`src/rtl/ptp_offset_servo.sv`:
```
// PTP offset servo: a two-stage pipelined PI loop that turns slave-minus-master
// offsets into per-tick rate corrections, or into time steps for large offsets.
module ptp_offset_servo #(
  parameter int OFFSET_W       = 80,
  parameter int ADJ_W          = 32,
  parameter int STEP_THRESH_NS = 1000,
  parameter int LOCK_THRESH_NS = 100,
  parameter int LOCK_CNT       = 8,
  parameter int SETTLE_CNT     = 2,
  parameter int KP_SHIFT       = 2,
  parameter int KI_SHIFT       = 6
) (
  input  logic                       syc_clk_250m,
  input  logic                       sys_reset_n,
  input  logic                       servo_enable,
  input  logic                       offset_valid,
  input  logic signed [OFFSET_W-1:0] offset_in,
  output logic                       rate_adj_valid,
  output logic signed [ADJ_W-1:0]    rate_adj,
  output logic                       time_step_valid,
  output logic signed [OFFSET_W-1:0] time_step,
  output logic                       locked,
  output logic [1:0]                 servo_state
);

  localparam int MAG_W    = OFFSET_W - 16;
  localparam int INTEG_W  = 48;
  localparam int EXT_W    = OFFSET_W + 3;
  localparam int LOCK_W   = $clog2(LOCK_CNT + 1);
  localparam int SETTLE_W = $clog2(SETTLE_CNT + 1);

  localparam logic signed [OFFSET_W-1:0] OFF_MIN = {1'b1, {(OFFSET_W-1){1'b0}}};
  localparam logic signed [OFFSET_W-1:0] OFF_MAX = {1'b0, {(OFFSET_W-1){1'b1}}};
  localparam logic signed [EXT_W-1:0] INTEG_MAX_X = EXT_W'({1'b0, {(INTEG_W-1){1'b1}}});
  localparam logic signed [EXT_W-1:0] INTEG_MIN_X = -INTEG_MAX_X - EXT_W'(1);
  localparam logic signed [EXT_W-1:0] ADJ_MAX_X   = EXT_W'({1'b0, {(ADJ_W-1){1'b1}}});
  localparam logic signed [EXT_W-1:0] ADJ_MIN_X   = -ADJ_MAX_X - EXT_W'(1);
  localparam logic [MAG_W-1:0]    STEP_MAG  = MAG_W'(STEP_THRESH_NS);
  localparam logic [MAG_W-1:0]    LOCK_MAG  = MAG_W'(LOCK_THRESH_NS);
  localparam logic [LOCK_W-1:0]   LOCK_SAT  = LOCK_W'(LOCK_CNT);
  localparam logic [SETTLE_W-1:0] SETTLE_LAST = SETTLE_W'(SETTLE_CNT - 1);

  typedef enum logic [1:0] {
    ST_IDLE   = 2'd0,
    ST_TRACK  = 2'd1,
    ST_SETTLE = 2'd2
  } state_t;

  state_t                     state;
  logic                       s1_valid;
  logic signed [OFFSET_W-1:0] s1_off;
  logic signed [INTEG_W-1:0]  integ;
  logic [LOCK_W-1:0]          lock_cnt;
  logic [SETTLE_W-1:0]        settle_cnt;

  logic                       is_min;
  logic signed [OFFSET_W-1:0] abs_off;
  logic [MAG_W-1:0]           mag;
  logic                       step_hit;
  logic signed [OFFSET_W-1:0] step_val;
  logic signed [EXT_W-1:0]    integ_sum;
  logic signed [INTEG_W-1:0]  integ_next;
  logic signed [EXT_W-1:0]    adj_wide;
  logic signed [ADJ_W-1:0]    adj_next;
  logic [LOCK_W-1:0]          lock_next;

  // NOTE: every signal assigned in always_comb gets a value on every path, so no latch is inferred.
  always_comb begin
    is_min   = (s1_off == OFF_MIN);
    abs_off  = s1_off[OFFSET_W-1] ? -s1_off : s1_off;
    mag      = is_min ? '1 : MAG_W'(abs_off >> 16);
    step_hit = (mag >= STEP_MAG);
    step_val = is_min ? OFF_MAX : -s1_off;

    // Integrator update; widened so the sum cannot wrap before clamping.
    integ_sum = EXT_W'(integ) + EXT_W'(s1_off >>> KI_SHIFT);
    if (integ_sum > INTEG_MAX_X)      integ_next = {1'b0, {(INTEG_W-1){1'b1}}};
    else if (integ_sum < INTEG_MIN_X) integ_next = {1'b1, {(INTEG_W-1){1'b0}}};
    else                              integ_next = INTEG_W'(integ_sum);

    adj_wide = -(EXT_W'(s1_off >>> KP_SHIFT) + EXT_W'(integ_next));
    if (adj_wide > ADJ_MAX_X)      adj_next = {1'b0, {(ADJ_W-1){1'b1}}};
    else if (adj_wide < ADJ_MIN_X) adj_next = {1'b1, {(ADJ_W-1){1'b0}}};
    else                           adj_next = ADJ_W'(adj_wide);

    if (mag < LOCK_MAG) lock_next = (lock_cnt == LOCK_SAT) ? lock_cnt : lock_cnt + LOCK_W'(1);
    else                lock_next = '0;
  end

  // NOTE: sequential state uses non-blocking assignments so every register samples pre-edge values.
  always_ff @(posedge syc_clk_250m or negedge sys_reset_n) begin
    if (!sys_reset_n) begin
      state           <= ST_IDLE;
      s1_valid        <= 1'b0;
      s1_off          <= '0;
      integ           <= '0;
      lock_cnt        <= '0;
      settle_cnt      <= '0;
      rate_adj_valid  <= 1'b0;
      rate_adj        <= '0;
      time_step_valid <= 1'b0;
      time_step       <= '0;
      locked          <= 1'b0;
    end else begin
      // A sample arriving while disabled is dropped at capture.
      s1_valid        <= offset_valid && servo_enable;
      if (offset_valid) s1_off <= offset_in;
      rate_adj_valid  <= 1'b0;
      time_step_valid <= 1'b0;

      if (!servo_enable) begin
        state      <= ST_IDLE;
        integ      <= '0;
        lock_cnt   <= '0;
        settle_cnt <= '0;
        locked     <= 1'b0;
      end else if (s1_valid) begin
        case (state)
          ST_IDLE, ST_TRACK: begin
            if (step_hit) begin
              time_step_valid <= 1'b1;
              time_step       <= step_val;
              integ           <= '0;
              lock_cnt        <= '0;
              locked          <= 1'b0;
              settle_cnt      <= '0;
              state           <= ST_SETTLE;
            end else begin
              integ          <= integ_next;
              rate_adj       <= adj_next;
              rate_adj_valid <= 1'b1;
              lock_cnt       <= lock_next;
              locked         <= (lock_next >= LOCK_SAT);
              state          <= ST_TRACK;
            end
          end
          ST_SETTLE: begin
            if (settle_cnt == SETTLE_LAST) begin
              settle_cnt <= '0;
              state      <= ST_TRACK;
            end else begin
              settle_cnt <= settle_cnt + SETTLE_W'(1);
            end
          end
          default: state <= ST_IDLE;
        endcase
      end
    end
  end

  assign servo_state = state;

endmodule

```
`config.mk`:
```
export PLATFORM = sky130hd
export DESIGN_NAME = ptp_offset_servo
export DESIGN_NICKNAME = d
export VERILOG_FILES = /design/src/rtl/ptp_offset_servo.sv
export SDC_FILE = /design/constraint.sdc
export NUM_CORES = 1
export LEC_CHECK = 0
export CAP_MARGIN = 15
export CORE_MARGIN = 4
export CORE_UTILIZATION = 30
export CTS_CLUSTER_SIZE = 25
export DETAILED_ROUTE_END_ITERATION = 8
export REMOVE_ABC_BUFFERS = 1
export SYNTH_ARGS = -nofsm -noshare
export SYNTH_HDL_FRONTEND = slang
export SYNTH_SLANG_ARGS = --single-unit
```
`constraint.sdc`:
```
create_clock -name syc_clk_250m -period 8.3 [get_ports syc_clk_250m]
set_input_delay 1.66 -clock syc_clk_250m [delete_from_list [all_inputs] [get_ports syc_clk_250m]]
set_output_delay 1.66 -clock syc_clk_250m [all_outputs]
set_load 0.01 [all_outputs]
```
# Word-level counts from Yosys, hierarchy flattened
# Cells that the tools add are included.
dict set report classes {
  n_addsub 6
  order_cmp 7
  n_eq_ne 10
  muxes 39
  n_bitwise 1
  reduce_logical 8
}
# cell n
set ops {}
lappend ops {{2-to-1 mux 48 bit} 6}
lappend ops {{2-to-1 mux 80 bit} 2}
lappend ops {{greater-than comparator 83 x 32 -> 1 bit, second input constant} 1}
lappend ops {{less-than comparator 83 x 32 -> 1 bit, second input constant} 1}
lappend ops {{negator 79 -> 83 bit} 1}
lappend ops {{equality test 80 bit, second input constant} 1}
lappend ops {{negator 80 bit} 1}
lappend ops {{adder 78 x 48 -> 79 bit} 1}
lappend ops {{adder 48 x 74 -> 75 bit} 1}
lappend ops {{greater-than comparator 75 x 48 -> 1 bit, second input constant} 1}
lappend ops {{less-than comparator 75 x 48 -> 1 bit, second input constant} 1}
lappend ops {{greater-or-equal comparator 64 x 10 -> 1 bit, second input constant} 1}
lappend ops {{less-than comparator 64 x 7 -> 1 bit, second input constant} 1}
lappend ops {{2-to-1 mux 32 bit} 2}
lappend ops {{2-to-1 mux 64 bit} 1}
lappend ops {{2-to-1 mux 4 bit} 6}
lappend ops {{2-to-1 mux 2 bit} 8}
lappend ops {{2-to-1 mux 1 bit} 12}
lappend ops {{case mux 2 bit (2 select lines)} 2}
lappend ops {{AND reduction 4 bit} 2}
lappend ops {{!= test 3 bit, second input constant} 2}
lappend ops {{adder 4 x 1 -> 4 bit, second input constant} 1}
lappend ops {{equality test 2 x 1 -> 1 bit, second input constant} 2}
lappend ops {{equality test 4 bit, second input constant} 1}
lappend ops {{other kinds (11)} 13}
dict set report totals {
  regBits 252
  input_bits 84
  word_cells 82
}

# Depth between registers and ports, before layout
# Gate-level depths: netlist of the first run.
dict set report logic_depth {
  ltp_word 10
  depth_mapped 34
}

# Worst setup path after synthesis of the first run
# OpenSTA, ideal clock, no wires.
dict set report synth_timing {
  path_kind {register to register}
  start {register s1_off[6]}
  end {register rate_adj[19]}
  setup_ns 0.087
  arrival_ns 8.117
  required_ns 8.213
  setup_slack_ns 0.096
  stages_incl_launch_ff 35
  synth_period_minus_slack_ns 8.204
  cell_sequence {dfrtp_1 -> ha_1 -> inv_1 -> fa_1 -> nor2b_1 -> o21ai_0 -> a21o_1 -> a21bo_2 -> a311o_1 -> a2111oi_0 -> o31ai_1 -> a21oi_1 -> xor2_1 -> nand4_1 -> o31ai_1 -> clkbuf_1 -> buf_1 -> a21oi_1 -> ha_1 -> ha_1 -> clkbuf_1 -> nand4_1 -> nor3_1 -> nand2_1 -> a21oi_1 -> o31ai_1 -> mux2i_1 -> a2111o_1 -> nor3_1 -> nand4_1 -> or4_1 -> o31ai_1 -> nand2_1 -> clkbuf_2 -> a22oi_1}
}
dict set report synth_via {
  elab_chain_len 9
}
# item line
set synth_rtl {}
lappend synth_rtl {{start, declared} 51} ;# logic signed [OFFSET_W-1:0] s1_off;
lappend synth_rtl {{start signal, assigned} 107} ;# if (offset_valid) s1_off <= offset_in;
lappend synth_rtl {{adder 48 x 74 -> 75 bit} 76} ;# integ_sum = EXT_W'(integ) + EXT_W'(s1_off >>> KI_SHIFT);
lappend synth_rtl {{less-than comparator 75 x 48 -> 1 bit} 78} ;# else if (integ_sum < INTEG_MIN_X) integ_next = {1'b1, {(INTEG_W-1){1'b0}}};
lappend synth_rtl {{2-to-1 mux 48 bit} 78}
lappend synth_rtl {{2-to-1 mux 48 bit} 77} ;# if (integ_sum > INTEG_MAX_X) integ_next = {1'b0, {(INTEG_W-1){1'b1}}};
lappend synth_rtl {{adder 78 x 48 -> 79 bit} 81} ;# adj_wide = -(EXT_W'(s1_off >>> KP_SHIFT) + EXT_W'(integ_next));
lappend synth_rtl {{negator 79 -> 83 bit} 81}
lappend synth_rtl {{less-than comparator 83 x 32 -> 1 bit} 83} ;# else if (adj_wide < ADJ_MIN_X) adj_next = {1'b1, {(ADJ_W-1){1'b0}}};
lappend synth_rtl {{2-to-1 mux 32 bit} 83}
lappend synth_rtl {{2-to-1 mux 32 bit} 82} ;# if (adj_wide > ADJ_MAX_X) adj_next = {1'b0, {(ADJ_W-1){1'b1}}};
lappend synth_rtl {{end signal, assigned} 130} ;# rate_adj <= adj_next;
lappend synth_rtl {{end, declared} 19} ;# output logic signed [ADJ_W-1:0] rate_adj,
# Parallel ways exist; a longest one is shown, timed or not.
# A chain may end at the register's enable or synchronous reset.

# Worst setup path after layout of the first run
dict set report layout_timing {
  start {register s1_off[46]}
  end {register rate_adj[18]}
}
# Same word-level chain as after synthesis.

==> results.yml, run 1 <==
routing:
  ant_nets: 0
  drt-initial-drc-count: 2602
  vias_per_cell: 5.64
  drt_first_pass_iters: 5
  via_count: 29139
  post_drt_wl_per_cell_um: 22.0
  drt_wl_total_um: 114000
  route.detailed.drc: 0
synthesis:
  synth_top_family_by_area: "compound AO/OA/AOI/OAI gates"
  synth_top_area_cell: "dfrtp_1"
  async_flop_share_pct: 100
  synth.area.top_cells: "dfrtp_1 25%, ha_1 12%, a21oi_1 6.6%, nand2_1 5.8%, xnor2_1 4.9%"
  synth_edf_count: 0
  synth-xor-area-share_pct: 6.74
  yosys-top-cells-count: "384 x nand2_1, 327 x a21oi_1, 270 x nor2_1, 252 x dfrtp_1, 244 x o21ai_0"
  synth_mux_area_share_pct: 0.672
  ys_seq_area_share_pct: 25.3
  synth_most_common_cell: "nand2_1"
  synthAdderAreaFrac_pct: 11.9
  yosys_warnings: 0
  synth_top_area_share_pct: 25.3
  syn_inst: 3332
  ys_types: 85
  yosys.area_share.simple_pct: 24.3
  synth_seq_cells: 252
  synth_ff_type: "dfrtp_1"
  netlist_area_mm2: 0.0249
  postSynthAreaPerCell_um2: 7.48
  synth_compound_area_share_pct: 25.8
setup_path:
  cp.arrival_ns: 9.01
  cp_max_fo: 8
  startpoint_type: "flip-flop"
  cp_num_buf_inv: 14
  required_ns: 8.81
  cpPeakStageDelay_ns: 0.46
  cp_slowest_cell: "a221oi_1"
  crit_family: "compound AO/OA/AOI/OAI gates"
  endpoint_kind: "flip-flop"
  path_class: "reg2reg"
  cp_common_cell: "buf_4"
  rrSetupSlack_ns: -0.20
clock_tree:
  htree_levels: 1
  numCtsBuffers: 30
  clock_sinks: 252
  cts_root_buffer: "clkbuf_16"
  insertion_delay_ns: 0.63
  cts_buffer_depth: 3
  cts_tree: "done"
  clkTransAtPathRegs_ns: 0.06
floorplanning:
  die_h_um: 296
  fp-row-count: 105
  die_x_um: 296
  core_area_mm2: 0.0822
  start_util_pct: 30.3
  die-area_mm2: 0.0878
  ioPinCount: 201
layout:
  fin_area_mm2: 0.0358
  final_layout_size_suffix_gt1_share_pct: 25.2
  multi_input_area_mm2: 0.0190
  area_growth_syn_to_layout_pct: 43.6
  nFillCells: 8355
  ff_latch_area_mm2: 0.00631
  num-nets-final: 4397
pwr:
  finalPower_mw: 6.13
  p_leak_nw: 15.7
  p_per_area_mw_per_mm2: 171
  ir_worst_vdd_mv: 0.194
timing:
  finalClockSkew_ns: 0.0343
  hold_violations: 0
  holdWs_ns: 0.495
  finalCriticalPeriod_ns: 8.50
  period_share_pct: 102
  timing.final.ws_setup_ns: -0.204
  rsz0062_at_grt: "yes"
  report.final.slew_viol_count: 0
  fmax_mhz: 118
  max-slew-margin-rel_pct: 32.4
  setup_viol: 32
  tightestPinTransition_ns: 1.01
placed_design:
  gp_congestion: 0.980
  place_ws_ns: -0.581
  port_buffers: 200
  dpl.hpwl_um: 90900
  postPlaceCellArea_mm2: 0.0326
flow_run:
  maxCapViolCount: 0
hold_path:
  hp-class: "reg2reg"
global_route:
  grt_pass1_wl_um: 165000
  grt_overflow: 0
  grt_antenna_before_repair: 1
  grt_max_degree: 73
  grt_use_total_pct: 24.2
  first_global_vias: 27073
run_status:
  status: "complete, but fails checks"
  violations: "setup timing"
## per-layer routing
layer | vias up | track usage (%) | share of wire (%)
li1 | 13777 | - | -
met4 | 2 | 6.40 | 3.2
met5 | - | 0 | 0.011
met1 | 14037 | 34.7 | 45
met2 | 1127 | 38.0 | 44
met3 | 196 | 3.82 | 8.0
## placed cells by master (no fill, tap or decap), types with 81 or more instances in the layout
cell / n
xnor2_1: 136
a21oi_1: 272
nand2_1: 375
nand3_1: 166
clkdlybuf4s50_1: 198
nand4_1: 115
a21o_1: 81
inv_1: 131
ha_1: 197
o21ai_0: 206
nor2_1: 265
buf_4: 676
dfrtp_1: 252
## kinds of logic (layout without fill, tap and decap cells)
group | after synthesis | in the layout
other | 0 | 1
AOI/OAI and AO/OA | 1043 | 1043
buffers and inverters | 334 | 1099
and+or+nand+nor | 1259 | 1259
xor gates and xnor gates | 192 | 192
muxes | 16 | 16
adders and majority gates | 236 | 236
DFF | 252 | 252
## metrics by stage
stage / TNS (ns) / util, % / cells
after floorplan: -251.21 / - / 3132
after global placement: -17.94 / 39.7 / 5071
after detailed placement: -17.42 / 39.7 / 5071
after CTS: -4.02 / 41.5 / 5137
after global routing: -13.04 / 43.5 / 5167
final: -5.45 / 43.6 / 5168
## area by class of cell
| class | count | share of cell area, % |
|---|---|---|
| clock buffers | 38 | 2.24 |
| inverters | 134 | 1.40 |
| repair buffers | 913 | 21.6 |
| well taps | 1070 | 3.74 |
| multi-input cells | 2746 | 53.0 |
| flip-flops and latches | 252 | 17.6 |
| diodes | 1 | 0.00699 |
| clock inverters | 14 | 0.370 |
## registers in the layout, summed over array words and instances, names as in the netlist
| register | flops |
|---|---|
| integ | 48 |
| lock_cnt | 4 |
| locked | 1 |
| rate_adj | 32 |
| rate_adj_valid | 1 |
| s1_off | 80 |
| s1_valid | 1 |
| servo_state | 2 |
| settle_cnt | 2 |
| time_step | 80 |
| time_step_valid | 1 |
## power by group
part           switching (mW)  leakage [nW]  internal, mW
combinational            1.84          12.2          1.54
clock                   0.589         0.457         0.713
sequential              0.103          3.11          1.35
total                    2.53          15.7          3.60
## timing repair
item	4_1_cts	5_1_grt
pin swaps	18	98
gates resized for setup	85	259
setup buffers	11	24
hold buffers	0	0
cloned	3	9
endpoints found under the setup margin	32	32
## path summary, 6_finish.rpt
kind	to	depth (start not counted)	start
max	rate_adj[18]	42	s1_off[46]
min	integ[15]	2	integ[15]
max reg2reg	rate_adj[18]	42	s1_off[46]
min reg2reg	integ[15]	2	integ[15]
max in group asynchronous	time_step[53]	2	sys_reset_n
min in group asynchronous	rate_adj[7]	1	sys_reset_n
## worst register-to-register path: cells and delay by family (launching register included)
family / cells / cell delay (ns)
AOI/OAI and AO/OA: 14 / 2.85
buffers and inverters: 14 / 2.12
and+or+nand+nor: 10 / 1.91
adders and majority gates: 3 / 0.96
DFF: 1 / 0.41
xor gates and xnor gates: 1 / 0.16
Power figures use the tool's default switching activity.
==> run 2, diff against run 1 <==
TNS_END_PERCENT = 10   (was not set)
==> run 2 against run 1 <==
Net effect:
- the run still ends with setup timing left
- sequential power about the same
- clock skew up 0.00057 ns
- non-clock buffer count down 12
- die area unchanged
- critical path type unchanged
- register-to-register slack better by 0.02 ns
- sequential share of layout area up 0.35 points
- cell area down 1.9%
- worst hold slack about the same
- largest cell class unchanged
- highest routed layer unchanged
- flip-flop and latch count unchanged
==> results.yml, run 2 (synthesized netlist as in run 1, its figures left out) <==
run_status:
  status: "complete, but fails checks"
  violations: "setup timing"
floorplanning:
  core_area_mm2: 0.0822
  ioPinCount: 201
  fp-row-count: 105
  die_x_um: 296
  start_util_pct: 30.3
  die_h_um: 296
  die-area_mm2: 0.0878
placed_design:
  port_buffers: 200
  dpl.hpwl_um: 90900
  gp_congestion: 0.980
  place_ws_ns: -0.581
  postPlaceCellArea_mm2: 0.0326
setup_path:
  cp_common_cell: "buf_4"
  startpoint_type: "flip-flop"
  required_ns: 8.82
  crit_family: "compound AO/OA/AOI/OAI gates"
  cp_slowest_cell: "or4_4"
  cp_num_buf_inv: 9
  path_class: "reg2reg"
  cp_max_fo: 9
  cpPeakStageDelay_ns: 0.60
  cp.arrival_ns: 9.01
  endpoint_kind: "flip-flop"
layout:
  layout_commonest_cell: "buf_4"
  num-nets-final: 4385
  diodes: 0
  final_cell_mix: "680 x buf_4, 375 x nand2_1, 287 x a21oi_1, 267 x nor2_1, 252 x dfrtp_1"
  final_layout_size_suffix_gt1_share_pct: 23.7
  largestRegisters: "s1_off (80), time_step (80), integ (48)"
  area_growth_syn_to_layout_pct: 40.9
  utilization_pct: 42.7
  fin_area_mm2: 0.0351
clock_tree:
  cts_buffer_depth: 3
  numCtsBuffers: 30
  insertion_delay_ns: 0.63
  cts_tree: "done"
  hold_buffers: 0
  cts_root_buffer: "clkbuf_16"
  clkTransAtPathRegs_ns: 0.06
  clock_sinks: 252
  htree_levels: 1
global_route:
  grt_max_degree: 73
  grt_pass1_wl_um: 164000
  grt_use_total_pct: 24.2
  first_global_vias: 27030
  grt_antenna_before_repair: 1
  grt_overflow: 0
hold_path:
  hp-class: "reg2reg"
routing:
  route.detailed.drc: 0
  ant_nets: 0
  drt_first_pass_iters: 5
  post_drt_wl_per_cell_um: 21.8
  vias_per_cell: 5.60
  drt-initial-drc-count: 2599
  via_count: 28881
  drt_wl_total_um: 112000
timing:
  finalCriticalPeriod_ns: 8.49
  setup_viol: 32
  rsz0062_at_grt: "yes"
  fmax_mhz: 118
  timing.final.ws_setup_ns: -0.186
  finalClockSkew_ns: 0.0348
  report.final.slew_viol_count: 0
  hold_violations: 0
  max-slew-margin-rel_pct: 32.1
  period_share_pct: 102
  tightestPinTransition_ns: 1.02
pwr:
  p_per_area_mw_per_mm2: 172
  swShare_pct: 41.2
  comb_power_share_pct: 54.4
  seq_power_share_pct: 24.1
  power.switching_mw: 2.48
  internal_power_mw: 3.55
  p_clk_share_pct: 21.6
  ir_worst_vdd_mv: 0.197
  p_leak_nw: 15.5
flow_run:
  maxCapViolCount: 0
run 2: path summary, 6_finish.rpt:
path,startpoint,to,slack [ns],cells after the start
max in group asynchronous,sys_reset_n,time_step[53],5.88,2
worst min register to register,integ[15],integ[15],0.50,2
worst max-delay path,s1_off[6],rate_adj[31],-0.19,38
min in group asynchronous,sys_reset_n,rate_adj[7],0.98,1
worst max register to register,s1_off[6],rate_adj[31],-0.19,38
worst min-delay path,integ[15],integ[15],0.50,2
run 2: layout make-up:
type                       instances  area [um^2]
fill                            8454        47100
clock buffer                      38          801
sequential                       252         6310
timing repair buffer             901         7480
tap                             1070         1340
multi-input combinational       2746        18600
inverter                         134          503
clock inverter                    14          133
run 2: repair_timing:
item | CTS | global route
hold endpoints to repair | 0 | 0
endpoints found under the setup margin | 32 | 32
pin swaps | 14 | 69
resized for setup | 70 | 187
buffers inserted | 9 | 20
gates cloned | 3 | 2
run 2: power groups by stage:
stage               Sequential [mW]  Combinational [mW]  Clock (mW)
finish                         1.45                3.28        1.30
global route                   1.46                3.51        1.37
CTS                            1.45                3.02        1.32
detailed placement             1.47                2.94           0
global placement               1.47                2.94           0
floorplan                      1.50                1.42           0
run 2: per-stage QoR:
step                hold slack [ns]  setup TNS (ns)  std cells  total power, mW
floorplan                     0.453         -251.21       3132             2.91
global placement              0.479          -17.94       5071             4.41
detailed placement            0.487          -17.42       5071             4.41
CTS                           0.500           -4.87       5135             5.79
global route                  0.514          -14.07       5155             6.35
finish                        0.495           -5.10       5155             6.03
run 2: layer usage:
metal | wire [um] | global-route usage [%] | vias up | share of wire [%]
li1 | - | - | 13731 | -
met1 | 50200 | 34.7 | 13893 | 45
met2 | 49500 | 38.0 | 1095 | 44
met3 | 9180 | 3.82 | 160 | 8.2
met4 | 3300 | 6.40 | 2 | 2.9
met5 | 13 | 0 | - | 0.012
run 2: worst reg2reg max path, delay by kind of cell (launching register included):
kind                       cells  cell delay, ns
xor gates and xnor gates       2            0.44
DFF                            1            0.36
adders and majority gates      4            1.19
and+or+nand+nor                8            1.72
AOI/OAI and AO/OA             15            3.38
buffers and inverters          9            1.30
